$ cat src/rtl/sr_bank_pkg.sv
// Shared definitions for the SR flip-flop bank.
// Mode encoding for resolving simultaneous set and reset.
package sr_bank_pkg;

  typedef logic [1:0] sr_mode_t;

  localparam sr_mode_t MODE_HOLD = 2'd0;
  localparam sr_mode_t MODE_SET  = 2'd1;
  localparam sr_mode_t MODE_RST  = 2'd2;
  localparam sr_mode_t MODE_TGL  = 2'd3;

endpackage

$ cat src/rtl/sr_bank_cell.sv
// One clocked SR channel with selectable S=R=1 resolution.
// Async active-low reset loads RST_BIT.
module sr_cell
  import sr_bank_pkg::*;
#(
  parameter int   MODE    = 0,
  parameter logic RST_BIT = 1'b0
) (
  input  logic clk,
  input  logic rst,
  input  logic en,
  input  logic s,
  input  logic r,
  output logic q
);

  localparam sr_mode_t M = sr_mode_t'(MODE[1:0]);

  logic q_d;
  logic q_q;

  // next state: set, clear, hold, or mode-resolved conflict
  always_comb begin
    q_d = q_q;
    if (en) begin
      unique case ({s, r})
        2'b10: q_d = 1'b1;
        2'b01: q_d = 1'b0;
        2'b11: begin
          unique case (M)
            MODE_SET: q_d = 1'b1;
            MODE_RST: q_d = 1'b0;
            MODE_TGL: q_d = ~q_q;
            default:  q_d = q_q;
          endcase
        end
        default: q_d = q_q;
      endcase
    end
  end

  // flag register
  always_ff @(posedge clk or negedge rst) begin
    if (!rst) q_q <= RST_BIT;
    else      q_q <= q_d;
  end

  assign q = q_q;

endmodule

$ cat src/rtl/sr_ff_bank.sv
// Bank of WIDTH SR flip-flops with conflict flags and counter.
// Optional SR_BANK_SYNC_EN adds 2-flop synchronizers on s and r.
module sr_ff_bank
  import sr_bank_pkg::*;
#(
  parameter int               WIDTH   = 8,
  parameter int               MODE    = 0,
  parameter int               CNT_W   = 8,
  parameter logic [WIDTH-1:0] RST_VAL = '0
) (
  input  logic             clk,
  input  logic             rst,
  input  logic             en,
  input  logic [WIDTH-1:0] s,
  input  logic [WIDTH-1:0] r,
  input  logic             clr_err,
  output logic [WIDTH-1:0] q,
  output logic [WIDTH-1:0] qn,
  output logic [WIDTH-1:0] conflict,
  output logic [CNT_W-1:0] conflict_cnt
);

  if (MODE < 0 || MODE > 3) begin : g_bad_mode
    $error("sr_ff_bank: illegal MODE %0d", MODE);
  end

  logic [WIDTH-1:0] s_u;
  logic [WIDTH-1:0] r_u;

`ifdef SR_BANK_SYNC_EN
  logic [WIDTH-1:0] s_m_d, s_m_q, s_s_d, s_s_q;
  logic [WIDTH-1:0] r_m_d, r_m_q, r_s_d, r_s_q;

  // synchronizer stage inputs
  always_comb begin
    s_m_d = s;
    r_m_d = r;
    s_s_d = s_m_q;
    r_s_d = r_m_q;
  end

  // two-flop synchronizers for set and reset requests
  always_ff @(posedge clk or negedge rst) begin
    if (!rst) begin
      s_m_q <= '0;
      s_s_q <= '0;
      r_m_q <= '0;
      r_s_q <= '0;
    end else begin
      s_m_q <= s_m_d;
      s_s_q <= s_s_d;
      r_m_q <= r_m_d;
      r_s_q <= r_s_d;
    end
  end

  assign s_u = s_s_q;
  assign r_u = r_s_q;
`else
  assign s_u = s;
  assign r_u = r;
`endif

  for (genvar i = 0; i < WIDTH; i++) begin : g_cell
    sr_cell #(
      .MODE    (MODE),
      .RST_BIT (RST_VAL[i])
    ) u_cell (
      .clk (clk),
      .rst (rst),
      .en  (en),
      .s   (s_u[i]),
      .r   (r_u[i]),
      .q   (q[i])
    );
  end

  assign qn = ~q;

  logic [WIDTH-1:0] hit;
  logic [WIDTH-1:0] conflict_d, conflict_q;
  logic [CNT_W-1:0] cnt_d, cnt_q;

  assign hit = s_u & r_u;

  // clear first so a same-cycle conflict wins; saturate the count
  always_comb begin
    conflict_d = conflict_q;
    cnt_d      = cnt_q;
    if (clr_err) begin
      conflict_d = '0;
      cnt_d      = '0;
    end
    if (en) begin
      conflict_d = conflict_d | hit;
      if (|hit && cnt_d != {CNT_W{1'b1}})
        cnt_d = cnt_d + CNT_W'(1);
    end
  end

  // conflict flag and counter registers
  always_ff @(posedge clk or negedge rst) begin
    if (!rst) begin
      conflict_q <= '0;
      cnt_q      <= '0;
    end else begin
      conflict_q <= conflict_d;
      cnt_q      <= cnt_d;
    end
  end

  assign conflict     = conflict_q;
  assign conflict_cnt = cnt_q;

endmodule

$ cat config.mk
export PLATFORM = sky130hd
export DESIGN_NAME = sr_ff_bank
export DESIGN_NICKNAME = d
export VERILOG_FILES = /design/src/rtl/sr_bank_pkg.sv /design/src/rtl/sr_bank_cell.sv /design/src/rtl/sr_ff_bank.sv
export SDC_FILE = /design/constraint.sdc
export NUM_CORES = 1
export LEC_CHECK = 0
export CAP_MARGIN = 20
export CORE_MARGIN = 1.5
export CORE_UTILIZATION = 28
export DETAILED_ROUTE_END_ITERATION = 10
export GPL_TIMING_DRIVEN = 0
export SLEW_MARGIN = 20
export SYNTH_ARGS = -nofsm -noshare
export SYNTH_HDL_FRONTEND = slang
export SYNTH_HIERARCHICAL = 1
export SYNTH_SLANG_ARGS = --single-unit
$ cat constraint.sdc
create_clock -name clk -period 1.3 [get_ports clk]
set_clock_uncertainty 0.1 [all_clocks]
set_input_delay 0.325 -clock clk [delete_from_list [all_inputs] [get_ports clk]]
set_output_delay 0.325 -clock clk [all_outputs]
set_load 0.01 [all_outputs]
* Word level (Yosys, flattened, before mapping)
Cells that the tools add are included.
** Word-level totals
- Flip-flop bits (word level) :: 24
- Input port bits :: 20
- Output and inout bits :: 32
- Logic and storage cells :: 62
** Cells by class
- Add/subtract/negate cells :: 1
- Eq/ne operators :: 17
- Multiplexer cells :: 13
- Bitwise operators :: 3
- Reductions and logical operators :: 18
** Operators with widths (number)
- $mux W8 :: 5
- $eq A2 B1 Y1 const B :: 8
- $eq A2 B2 Y1 const B :: 8
- $pmux W1 S2 :: 8
- $reduce_and A2 Y1 :: 8
- $reduce_bool A2 Y1 :: 8
- $add A8 B1 Y8 const B :: 1
- $and A8 B8 Y8 :: 1
- $ne A8 B8 Y1 const B :: 1
- $not A8 Y8 :: 1
- $or A8 B8 Y8 :: 1
- $reduce_or A8 Y1 :: 1
- $logic_and A1 B1 Y1 :: 1

* Longest topological paths before layout
Gate-level depths: netlist of run 1.
- Word-level depth :: 5
- Mapped depth :: 6
- Mapped depth without buffers :: 5

* By module
Netlist of run 1, hierarchy kept.
** By module, submodules not included
- sr_ff_bank :: instances 1, cells an instance 92, area each 817.0 um^2, sequential area each 400.4 um^2
- sr_cell :: instances 8, cells an instance 6, area each 68.8 um^2, sequential area each 25.0 um^2

* Least setup slack after synthesis of run 1
No wires, ideal clock.
- Path type :: reg-to-reg
- Start :: register cnt_q[0], in the netlist conflict_cnt[0]
- End :: register cnt_q[3], in the netlist conflict_cnt[3]
- Library setup time :: 78 ps
- Data arrival time :: 1286 ps
- Data required time :: 1122 ps
- Path slack :: -163 ps
- Cell stages (with the launch flop) :: 6
- Buffers on the path :: 0
- Clock period less this slack :: 1463 ps
- Cells stage by stage :: dfrtp_1 > and4_4 > nand4_4 > nand4_1 > or3_1 > a21oi_1
** Between the ends
- Cells in the longest elaborated chain, start to end :: 5
- Elaborated cells on any way between the ends :: 6
- Those cells by class :: add/sub: 1; eq/ne: 1; mux: 3; reduce/logical: 1
** RTL lines
- start, declared :: line sr_ff_bank.sv:82 : logic [CNT_W-1:0] cnt_d, cnt_q;
- start signal, assigned :: line sr_ff_bank.sv:108 : cnt_q <= cnt_d;
- $mux W8 * :: line sr_ff_bank.sv:90 : if (clr_err) begin
- parallel branches: the longest is 2 deep, another holds $add A8 B1 Y8
- $mux W8 * :: line sr_ff_bank.sv:96 : if (|hit && cnt_d != {CNT_W{1'b1}})
- $mux W8 * :: line sr_ff_bank.sv:94 : if (en) begin
- named net cnt_d[3] :: line sr_ff_bank.sv:82
Mark *: on every way through the listed nets, which the timed path passes.
A chain may end at the register's enable or synchronous reset.

* Final worst setup path of run 1
- Start :: register cnt_q[3], in the netlist conflict_cnt[3]
- End :: register cnt_q[3], in the netlist conflict_cnt[3]
** Between the ends
- Cells in the longest elaborated chain, start to end :: 5
- Elaborated cells on any way between the ends :: 6
- Those cells by class :: add/sub: 1; eq/ne: 1; mux: 3; reduce/logical: 1
** RTL lines (line)
- $mux W8 * :: sr_ff_bank.sv:90
- parallel branches: the longest is 3 deep, another holds $add A8 B1 Y8
- $mux W8 * :: sr_ff_bank.sv:94
- named net cnt_d[3] :: sr_ff_bank.sv:82
Marked as above.

==> impl_metrics.csv, run 1 <==
group,metric,value,unit
route,detail_route.iter0.violations,56,
final_layout,n_antenna_cell,0,
critical_path,timing.setup.critical_path_class,"flop to flop",
logic_synthesis,fraction_of_synthesized_cell_area_taken_by_the_top_area_cell_type,43.92,%
final_layout,drive_above_1_share,40.28,%
floorplanning,vertical_die_dimension,72.89,um
placement,place.gp.congestion,0.7438,
global_route,global_route_wire_length_before_repair,5.444,mm
critical_path,ff2ff_setup_slack,-0.25,ns
power_and_ir_drop,combinationalPowerShare,29.8,%
global_route,gr-usage-all-layers,13.31,%
power_and_ir_drop,totalPowerFinal,1.970,mW
logic_synthesis,ys_dominant_reg_cell,"dfrtp_1",
route,wirelength,3.450,mm
route,via_per_inst,4.417,
logic_synthesis,edff_count_synth,0,
power_and_ir_drop,total_switching_power,0.5788,mW
logic_synthesis,synth_simple_gate_area_share,20.68,%
sta,crit_share_post_route,119.3,%
logic_synthesis,synth.ff_latch_count,24,
floorplanning,floorplan.initialDensity,28.95,%
power_and_ir_drop,swShare,29.38,%
global_route,number_of_antenna_violations_at_the_first_check_in_global_routing,0,
logic_synthesis,synthesis.yosys.warnings,6,
floorplanning,die-width,72.89,um
floorplanning,dieArea,5312,um2
logic_synthesis,asyncSetResetFlopFracSynth,100.0,%
sta,relSlewSlack,61.99,%
route,drt-pass1-iter-count,4,
global_route,final_global_route_overflow_total,0,
run_status,outcome,"complete, but fails checks",
critical_path,path_max_fanout,5,
logic_synthesis,cell_with_the_most_instances_after_synthesis,"inv_1",
final_layout,stdcell_count,283,
power_and_ir_drop,power.sequential.fraction,43.7,%
floorplanning,coreArea,4723,um2
floorplanning,io_pins,52,
route,drc_errors,0,
sta,worst-slew-pin-transition,0.5701,ns
logic_synthesis,synth-seq-area-share,43.92,%
critical_path,crit_path_start_kind,"flop",
clock_network,clock_latency,0.27,ns
power_and_ir_drop,total_internal_power,1.391,mW
run_status,failing_checks,"negative setup slack",
logic_synthesis,average_footprint_of_a_synthesized_cell,9.768,um2
logic_synthesis,synthMuxAreaShare,5.855,%
logic_synthesis,combinational_family_with_the_most_area_after_synthesis,"simple AND/OR/NAND/NOR gates",
clock_network,htreeDepth,1,
critical_path,worstSetupEndpointType,"flop",
clock_network,clkSinkCount,24,
global_route,number_of_global_route_vias_before_repair,1188,
final_layout,final_standard_cell_utilization_of_the_core,44.98,%
hold_path,worst_hold_path_type,"primary input to flop",
logic_synthesis,synth_area_leader_cell,"dfrtp_1",
critical_path,r2r_start,"conflict_cnt[3]",
route,vias,1250,
clock_network,clk_pin_slew,0.09,ns
clock_network,clock_buffer_count_from_cts,3,
placement,dp_hpwl,2.196,mm
logic_synthesis,synthesis.instances,140,
clock_network,tritoncts,"built",
placement,placedCellCount,258,
logic_synthesis,number_of_distinct_library_cell_variants_in_the_gate_level_netlist_after_synthesis,27,
clock_network,cts_root_buffer,"clkbuf_8",
route,drt.antenna.violating_nets,0,
placement,io_buffer_count,51,
hold_path,worst_hold_path.endpoint,"g_cell[5].u_cell/q",
clock_network,number_of_buffers_on_the_longest_clock_path,2,
sta,max_clock_freq,644.6,MHz
power_and_ir_drop,power.density_cell_area,927.2,nW/um2
floorplanning,fp-row-count,25,
final_layout,layout.nets,245,
placement,dpl_cell_area,1959,um2
logic_synthesis,synth.top_cells.by_area,"dfrtp_1 44%, inv_1 9.3%, nand2b_4 8.1%",
final_layout,design_area,2125,um2
route,post_drt_wl_per_cell,12.19,um
logic_synthesis,mappedNetlistNets,168,
sta,post-route-min-period,1.551,ns
sta,hold_viol,0,
critical_path,required,1.40,ns
power_and_ir_drop,worst_ir_drop_vdd,0.3440,mV
flow_run,number_of_maximum_capacitance_violations,0,
logic_synthesis,synth_compound_area_share,11.25,%
critical_path,cp_data_arrival_time,1.65,ns
global_route,pin_count_of_the_biggest_net_entering_global_routing,25,
hold_path,timing.hold.worst_path_depth,3,
logic_synthesis,synth_top_cells_by_count,"34 x inv_1, 24 x dfrtp_1, 12 x o21ai_0",
sta,final_max_slew_viols,0,
critical_path,r2r-end,"conflict_cnt[3]",
sta,setup_ws,-0.2514,ns
power_and_ir_drop,clockPowerShare,26.5,%
logic_synthesis,post_synth_xor_area_fraction,0.6404,%
sta,fin_hold_ws,0.3361,ns
sta,timing.final.setup_violations,13,
power_and_ir_drop,power_leakage,1.191,nW
sta,grt_setup_unrepaired,"true",
logic_synthesis,synth_area,1368,um2
critical_path,r2r_cells,6,
final_layout,layout-area-overhead-vs-synth,55.35,%
logic_synthesis,post_synth_fa_ha_maj_area_fraction,7.319,%
hold_path,timing.hold.worst.start,"en",
area by class of cell:
cell class | count | area, um2
sequential | 24 | 601.8
fill | 467 | 2599
buffer | 3 | 21.27
inverter | 34 | 127.6
timing repair buffer | 72 | 545.5
clock buffer | 4 | 55.05
multi-input combinational | 79 | 689.4
tap | 67 | 83.83
power by group through the flow:
stage | combinational [mW] | sequential (mW) | clock, mW
2_1_floorplan | 0.206 | 0.915 | 0
3_3_place_gp | 0.584 | 0.886 | 0
3_5_place_dp | 0.589 | 0.886 | 0
4_1_cts | 0.573 | 0.861 | 0.551
5_1_grt | 0.644 | 0.871 | 0.587
6_report | 0.587 | 0.860 | 0.523
sequential cells by signal, indices dropped and copies added (netlist names):
name	cells
conflict	8
conflict_cnt	8
g_cell.u_cell/q	8
cells by family after synthesis:
logic type | after synthesis
compound gates | 26
xor+xnor | 1
fa+ha+maj | 8
buf+inv | 37
flops | 24
mux | 8
simple gates | 36
worst max-delay path: stages, from the launching register on:
cell and delay, ns:
dfrtp_1 0.41, buf_6 0.12, and4_4 0.20, nand4_4 0.09, nand4_1 0.11, or3_1 0.32, a21oi_1 0.13
repair_timing:
item | CTS | global route
resized for setup | 173 | 12
setup endpoints to repair | 56 | 21
buffers inserted | 17 | 4
pin swaps | 8 | 4
gates cloned | 1 | 0
endpoints found under the hold margin | 24 | 0
hold buffers | 1 | 0
per-stage QoR:
step | TNS, ns | setup WS [ns]
2_1_floorplan | -0.4174 | -0.1132
3_3_place_gp | -34.15 | -1.332
3_5_place_dp | -21.83 | -1.328
4_1_cts | -1.511 | -0.2299
5_1_grt | -2.622 | -0.2968
6_report | -1.953 | -0.2514
cell usage in the layout, fill, tap and decap left out, types with 8 or more instances in the layout:
cell	synthesis	final
inv_1	34	34
dfrtp_1	24	23
dlygate4sd2_1	0	15
buf_6	0	14
nand2b_4	8	8
nand3_1	10	9
o21ai_0	12	12
mux2i_1	8	8
buf_2	2	29
buf_4	0	13
ha_1	8	8
metal layers:
layer  vias up  share of wire (%)  global-route usage, %
li1        611                  -                      -
met1       585                 46                  17.57
met2        45                 46                  21.00
met3         9                6.9                  3.315
met4         0                1.7                  5.031
met5         -                  0                      0
worst max path at each step:
stage,cells after the start,startpoint,end
6_report,6,conflict_cnt[3],conflict_cnt[3]
4_1_cts,6,conflict_cnt[3],conflict_cnt[2]
5_1_grt,6,conflict_cnt[6],conflict_cnt[3]
2_1_floorplan,5,conflict_cnt[1],conflict_cnt[3]
3_5_place_dp,6,en,conflict_cnt[5]
3_3_place_gp,6,en,conflict_cnt[5]
Power figures use the tool's default switching activity.
==> run 2: changes to the inputs <==
--- a/config.mk
+++ b/config.mk
@@ -15,3 +15,4 @@
 export SYNTH_HDL_FRONTEND = slang
 export SYNTH_HIERARCHICAL = 1
 export SYNTH_SLANG_ARGS = --single-unit
+export TNS_END_PERCENT = 10
==> run 2 against run 1 <==
The run still ends with negative setup slack left; via count is 7.8% lower; sequential cell count stayed put; sequential share of layout area is 2.8 points higher; maximum frequency is 0.43% higher; utilization is 4.1 points lower; final cell count is 4.2% lower; cell area is 9.0% lower; register-to-register slack hardly changed; worst hold slack better by 0.043 ns; total power is 7.7% lower; sequential power hardly changed; critical endpoint unchanged; largest cell class unchanged.
==> impl_metrics.csv, run 2 (same netlist as run 1, synthesis figures left out) <==
group,metric,value,unit
route,wirelength,3.060,mm
floorplanning,fp-row-count,25,
sta,fin_hold_ws,0.3793,ns
placement,dpl_cell_area,1957,um2
critical_path,timing.setup.critical_path_class,"flop to flop",
hold_path,worst_hold_path.endpoint,"conflict_cnt[5]",
final_layout,layout-area-overhead-vs-synth,41.35,%
placement,io_buffer_count,51,
flow_run,number_of_maximum_capacitance_violations,0,
final_layout,layout.nets,234,
final_layout,most_common_library_cell_in_the_layout_ignoring_fill_and_taps,"inv_1",
critical_path,cp_data_arrival_time,1.63,ns
power_and_ir_drop,power_leakage,1.108,nW
route,drt-pass1-iter-count,4,
clock_network,cts_root_buffer,"clkbuf_8",
global_route,number_of_global_route_vias_before_repair,1104,
final_layout,n_antenna_cell,0,
clock_network,clk_pin_slew,0.08,ns
placement,placedCellCount,258,
route,vias,1152,
critical_path,r2r_cells,6,
sta,setup_ws,-0.2448,ns
power_and_ir_drop,power.density_cell_area,940.1,nW/um2
sta,final_max_slew_viols,0,
global_route,global_route_wire_length_before_repair,5.037,mm
global_route,number_of_antenna_violations_at_the_first_check_in_global_routing,0,
sta,relSlewSlack,62.93,%
sta,worst-slew-pin-transition,0.5561,ns
placement,pre_cts_ws,-1.324,ns
power_and_ir_drop,totalPowerFinal,1.817,mW
final_layout,drive_above_1_share,30.39,%
clock_network,clock_buffer_count_from_cts,3,
route,drc_errors,0,
run_status,failing_checks,"negative setup slack",
clock_network,clock_latency,0.26,ns
critical_path,worstSetupEndpointType,"flop",
floorplanning,die-width,72.89,um
floorplanning,coreArea,4723,um2
floorplanning,vertical_die_dimension,72.89,um
critical_path,r2r-end,"conflict_cnt[3]",
global_route,final_global_route_overflow_total,0,
hold_path,timing.hold.worst.start,"conflict_cnt[5]",
critical_path,required,1.39,ns
final_layout,layout.cells.most_common_list,"34 x inv_1, 30 x buf_2, 23 x dfrtp_1",
final_layout,design_area,1933,um2
clock_network,number_of_buffers_on_the_longest_clock_path,2,
sta,grt_setup_unrepaired,"true",
sta,totalNegativeSetupSlack,-1.304,ns
power_and_ir_drop,worst_ir_drop_vdd,0.3855,mV
route,post_drt_wl_per_cell,11.29,um
placement,place.gp.congestion,0.7122,
route,detail_route.iter0.violations,44,
global_route,pin_count_of_the_biggest_net_entering_global_routing,25,
floorplanning,floorplan.initialDensity,28.95,%
critical_path,crit_path_start_kind,"flop",
route,via_per_inst,4.251,
hold_path,timing.hold.worst_path_depth,1,
final_layout,layout.filler_cells,501,
sta,post-route-min-period,1.545,ns
critical_path,r2r_start,"conflict_cnt[1]",
clock_network,clkSinkCount,24,
floorplanning,dieArea,5312,um2
clock_network,htreeDepth,1,
sta,hold_viol,0,
placement,dp_hpwl,2.185,mm
run_status,outcome,"complete, but fails checks",
final_layout,final_standard_cell_utilization_of_the_core,40.93,%
route,drt.antenna.violating_nets,0,
sta,max_clock_freq,647.3,MHz
critical_path,path_max_fanout,5,
global_route,gr-usage-all-layers,12.34,%
floorplanning,io_pins,52,
final_layout,stdcell_count,271,
hold_path,worst_hold_path_type,"flop to flop",
critical_path,ff2ff_setup_slack,-0.24,ns
sta,timing.final.setup_violations,11,
sta,crit_share_post_route,118.8,%
clock_network,tritoncts,"built",
[run 2: cell types whose count changed in the layout (fill, tap and decap cells not counted), moves of 3 or more]
cell and delta:
a22oi_2 -3, buf_6 -10, nand2_2 -3, a22oi_1 +3
nand2_1 +3, buf_4 -3
[run 2: metal layers]
layer  part of all wire [%]  up-vias  track usage [%]
met5                      0        -                0
met4                   0.46        0            3.145
met3                    6.7        2            2.762
met2                     45       31            20.08
met1                     47      536            16.62
li1                       -      583                -
[run 2: area by class of cell]
cell class	instances	area (um2)	area share, %
sequential	24	601.8	31.13
timing repair buffer	62	427.9	22.14
clock buffer	3	41.29	2.136
tap	67	83.83	4.337
multi-input combinational	79	635.6	32.88
inverter	34	127.6	6.602
buffer	2	15.01	0.7767
[run 2: how the worst max path moves through the flow]
stage                     cells past startpoint       startpoint         endpoint  slack (ns)
final                                         6  conflict_cnt[1]  conflict_cnt[3]       -0.24
after floorplan                               5  conflict_cnt[1]  conflict_cnt[3]       -0.11
after CTS                                     6  conflict_cnt[1]  conflict_cnt[3]       -0.19
after global routing                          6  conflict_cnt[1]  conflict_cnt[3]       -0.32
after detailed placement                      6               en  conflict_cnt[5]       -1.32
after global placement                        6               en  conflict_cnt[5]       -1.35
[run 2: what timing repair did]
action / in CTS / in global routing
gates resized for setup: 152 / 1
pin swaps: 6 / 0
setup endpoints to repair: 56 / 17
setup buffers: 10 / 0
endpoints found under the hold margin: 24 / 0
hold buffers: 1 / 0
gates cloned: 0 / 0
[run 2: worst max-delay path: stages (launching register included)]
cell     delay, ns
dfrtp_1       0.40
buf_6         0.12
and4_4        0.19
nand4_4       0.09
nand4_1       0.11
or3_1         0.33
a21oi_1       0.12
[run 2: report_power, final]
| group | switching (mW) | total [mW] | internal [mW] | leakage [nW] |
|---|---|---|---|---|
| Sequential | 0.0467 | 0.863 | 0.816 | 0.293 |
| Combinational | 0.259 | 0.522 | 0.262 | 0.794 |
| Clock | 0.226 | 0.433 | 0.207 | 0.0216 |
| Total | 0.532 | 1.82 | 1.29 | 1.11 |
==> run 3: changes to the inputs <==
--- a/config.mk
+++ b/config.mk
@@ -5,7 +5,9 @@
 export SDC_FILE = /design/constraint.sdc
 export NUM_CORES = 1
 export LEC_CHECK = 0
+export ABC_AREA = 1
 export CAP_MARGIN = 20
+export CORE_ASPECT_RATIO = 2
 export CORE_MARGIN = 1.5
 export CORE_UTILIZATION = 28
 export DETAILED_ROUTE_END_ITERATION = 10
==> constraint.sdc (replaced) <==
create_clock -name clk -period 1.6 [get_ports clk]
set_clock_uncertainty 0.1 [all_clocks]
set_input_delay 0.4 -clock clk [delete_from_list [all_inputs] [get_ports clk]]
set_output_delay 0.4 -clock clk [all_outputs]
set_load 0.01 [all_outputs]
==> run 3 against run 2 <==
The run now ends clean; global-route usage grew 1.4 points; total power is 15% lower; sequential share of layout area shrank 1.6 points; synthesized area rose by 0.55%; die area increased by 1.0%; non-clock buffer count fell by 11; count of clock-buffer cells in the layout grew 1; cell area is 5.2% higher; worst hold slack worse by 0.37 ns; synthesized cell count increased by 33%; final cell count is 9.6% higher; first-iteration DRC count down 61%.
==> impl_metrics.csv, run 3 <==
group,metric,value,unit
final_layout,layout.cells.most_common_list,"54 x nand2_1, 45 x inv_1, 33 x dlygate4sd2_1",
logic_synthesis,synthesis.instances,186,
global_route,pin_count_of_the_biggest_net_entering_global_routing,25,
floorplanning,vertical_die_dimension,102.1,um
critical_path,worstSetupEndpointType,"output port",
clock_network,cts_root_buffer,"clkbuf_8",
clock_network,clk_pin_slew,0.09,ns
floorplanning,fp-row-count,35,
critical_path,path_max_fanout,3,
route,drt-pass1-iter-count,5,
placement,io_buffer_count,51,
logic_synthesis,synth_top_cells_by_count,"65 x nand2_1, 45 x inv_1, 24 x dfrtp_1",
floorplanning,die-width,52.55,um
logic_synthesis,number_of_distinct_library_cell_variants_in_the_gate_level_netlist_after_synthesis,20,
logic_synthesis,cell_with_the_most_instances_after_synthesis,"nand2_1",
logic_synthesis,synth.top_cells.by_area,"dfrtp_1 44%, nand2_1 18%, inv_1 12%",
power_and_ir_drop,total_switching_power,0.4615,mW
sta,worst-slew-pin-transition,0.5393,ns
logic_synthesis,ys_dominant_reg_cell,"dfrtp_1",
sta,final_max_slew_viols,0,
power_and_ir_drop,swShare,29.99,%
critical_path,crit_family,"flip-flops",
sta,timing.final.setup_violations,0,
placement,dp_hpwl,2.638,mm
placement,place.gp.congestion,0.7585,
route,drc_errors,0,
global_route,number_of_global_route_vias_before_repair,1216,
critical_path,cp_data_arrival_time,1.00,ns
critical_path,crit_path_start_kind,"flop",
logic_synthesis,synthesis.yosys.warnings,6,
power_and_ir_drop,worst_ir_drop_vdd,0.5026,mV
clock_network,tritoncts,"built",
sta,max_clock_freq,666.2,MHz
logic_synthesis,fraction_of_synthesized_cell_area_taken_by_the_top_area_cell_type,43.68,%
route,drt.antenna.violating_nets,0,
sta,crit_share_post_route,93.81,%
route,detail_route.iter0.violations,17,
clock_network,clock_buffer_count_from_cts,3,
logic_synthesis,synth-seq-area-share,43.68,%
sta,post-route-min-period,1.501,ns
final_layout,layout.nets,271,
final_layout,layout.filler_cells,504,
logic_synthesis,mappedNetlistNets,214,
critical_path,path_cells,"inv_1, dlygate4sd2_1",
global_route,number_of_antenna_violations_at_the_first_check_in_global_routing,0,
final_layout,most_common_library_cell_in_the_layout_ignoring_fill_and_taps,"nand2_1",
clock_network,clock_latency,0.26,ns
logic_synthesis,average_footprint_of_a_synthesized_cell,7.393,um2
power_and_ir_drop,power_leakage,1.298,nW
floorplanning,floorplan.initialDensity,29.62,%
final_layout,final_standard_cell_utilization_of_the_core,43.80,%
floorplanning,dieArea,5366,um2
critical_path,cp.buffers_inverters,2,
global_route,final_global_route_overflow_total,0,
logic_synthesis,synth_area,1375,um2
route,via_per_inst,4.370,
route,post_drt_wl_per_cell,11.15,um
final_layout,layout-area-overhead-vs-synth,47.86,%
logic_synthesis,asyncSetResetFlopFracSynth,100.0,%
power_and_ir_drop,combinationalPowerShare,26.8,%
final_layout,design_area,2033,um2
flow_run,number_of_maximum_capacitance_violations,0,
critical_path,required,1.10,ns
final_layout,stdcell_count,297,
route,vias,1298,
power_and_ir_drop,clockPowerShare,27.0,%
hold_path,worst_hold_path_type,"primary input to async pin",
clock_network,htreeDepth,1,
global_route,gr-usage-all-layers,13.77,%
final_layout,drive_above_1_share,12.81,%
floorplanning,io_pins,52,
logic_synthesis,synth_area_leader_cell,"dfrtp_1",
power_and_ir_drop,total_internal_power,1.077,mW
floorplanning,coreArea,4642,um2
placement,placedCellCount,292,
logic_synthesis,edff_count_synth,0,
power_and_ir_drop,power.sequential.fraction,46.2,%
run_status,outcome,"finished, final reports clean",
sta,hold_viol,0,
logic_synthesis,synth.ff_latch_count,24,
sta,relSlewSlack,64.05,%
clock_network,number_of_buffers_on_the_longest_clock_path,2,
placement,dpl_cell_area,1949,um2
power_and_ir_drop,totalPowerFinal,1.539,mW
final_layout,n_antenna_cell,0,
critical_path,timing.critical_path.slowest_cell_delay,0.40,ns
global_route,global_route_wire_length_before_repair,5.499,mm
critical_path,timing.setup.critical_path_class,"flop to output port",
route,wirelength,3.311,mm
power_and_ir_drop,power.density_cell_area,756.8,nW/um2
critical_path,critical_path.slowest_cell,"dfrtp_1",
clock_network,clkSinkCount,24,
[run 3: cell types whose count changed in the layout (fill, tap and decap cells not counted), moves of 5 or more]
cell and change:
buf_4 -9, inv_1 +11, dlygate4sd2_1 +16, nand2_1 +49, nand2_2 +14, a21oi_1 -5, nand2b_4 -8, buf_2 -28
dlymetal6s2s_1 +14, mux2i_1 -8
[run 3: path summary, 6_finish.rpt]
kind                       cells after the start            endpoint  slack [ns]                from
setup / recovery                               2               qn[3]         0.1  g_cell[3].u_cell/q
hold / removal                                 1  g_cell[5].u_cell/q       0.006                 rst
setup reg to reg                               9     conflict_cnt[3]        0.31     conflict_cnt[4]
hold reg to reg                                2         conflict[6]        0.39         conflict[6]
max in group asynchronous                      1         conflict[6]        1.03                 rst
min in group clk                               3         conflict[7]        0.36                r[7]
[run 3: per-stage QoR]
step	hold WS [ns]	TNS, ns	setup WS [ns]
floorplan	0.004409	0	0.3175
global placement	0.3692	-19.73	-0.8887
detailed placement	0.3342	-12.89	-0.9099
CTS	0.03767	0	0.01405
global route	0.05469	-0.01817	-0.01817
finish	0.006478	0	0.09896
[run 3: kinds of logic after synthesis]
logic type | after synthesis | synth area share [%]
buf+inv | 48 | 13.28
simple gates | 95 | 31.39
fa+ha+maj | 8 | 7.280
flops | 24 | 43.68
compound gates | 10 | 3.731
xor+xnor | 1 | 0.6371
[run 3: worst reg2reg max path, cell delays in order, from the launching register on]
cell	delay (ns)
dfrtp_1	0.39
nand3_2	0.11
nor2_1	0.15
nand2_2	0.10
nand2_4	0.10
inv_2	0.06
nand2_2	0.06
nand2_1	0.05
nand2_1	0.05
inv_1	0.04
[run 3: final cells by class]
| class | count | area (um2) | area share (%) |
|---|---|---|---|
| clock buffer | 4 | 55.05 | 2.708 |
| sequential | 24 | 600.6 | 29.54 |
| inverter | 47 | 178.9 | 8.800 |
| buffer | 1 | 3.754 | 0.1846 |
| multi-input combinational | 114 | 624.3 | 30.71 |
| timing repair buffer | 52 | 501.7 | 24.68 |
| tap | 55 | 68.82 | 3.385 |
[run 3: metal layers]
layer,global-route usage [%],wire length (um),up-vias
li1,-,-,663
met1,15.03,1124,613
met2,25.87,2061,20
met3,1.170,77,2
met4,5.917,48,0
met5,0,0,-
[run 3: power groups by stage]
stage	Clock (mW)	Sequential (mW)	Combinational, mW
CTS	0.426	0.713	0.416
floorplan	0	0.749	0.157
global placement	0	0.724	0.482
finish	0.416	0.710	0.413
global route	0.455	0.721	0.469
detailed placement	0	0.726	0.488
[run 3: timing repair]
action	4_1_cts	5_1_grt
setup endpoints to repair	49	7
gates cloned	0	0
pin swaps	0	3
hold buffers	0	0
resized for setup	37	28
buffers inserted	0	1
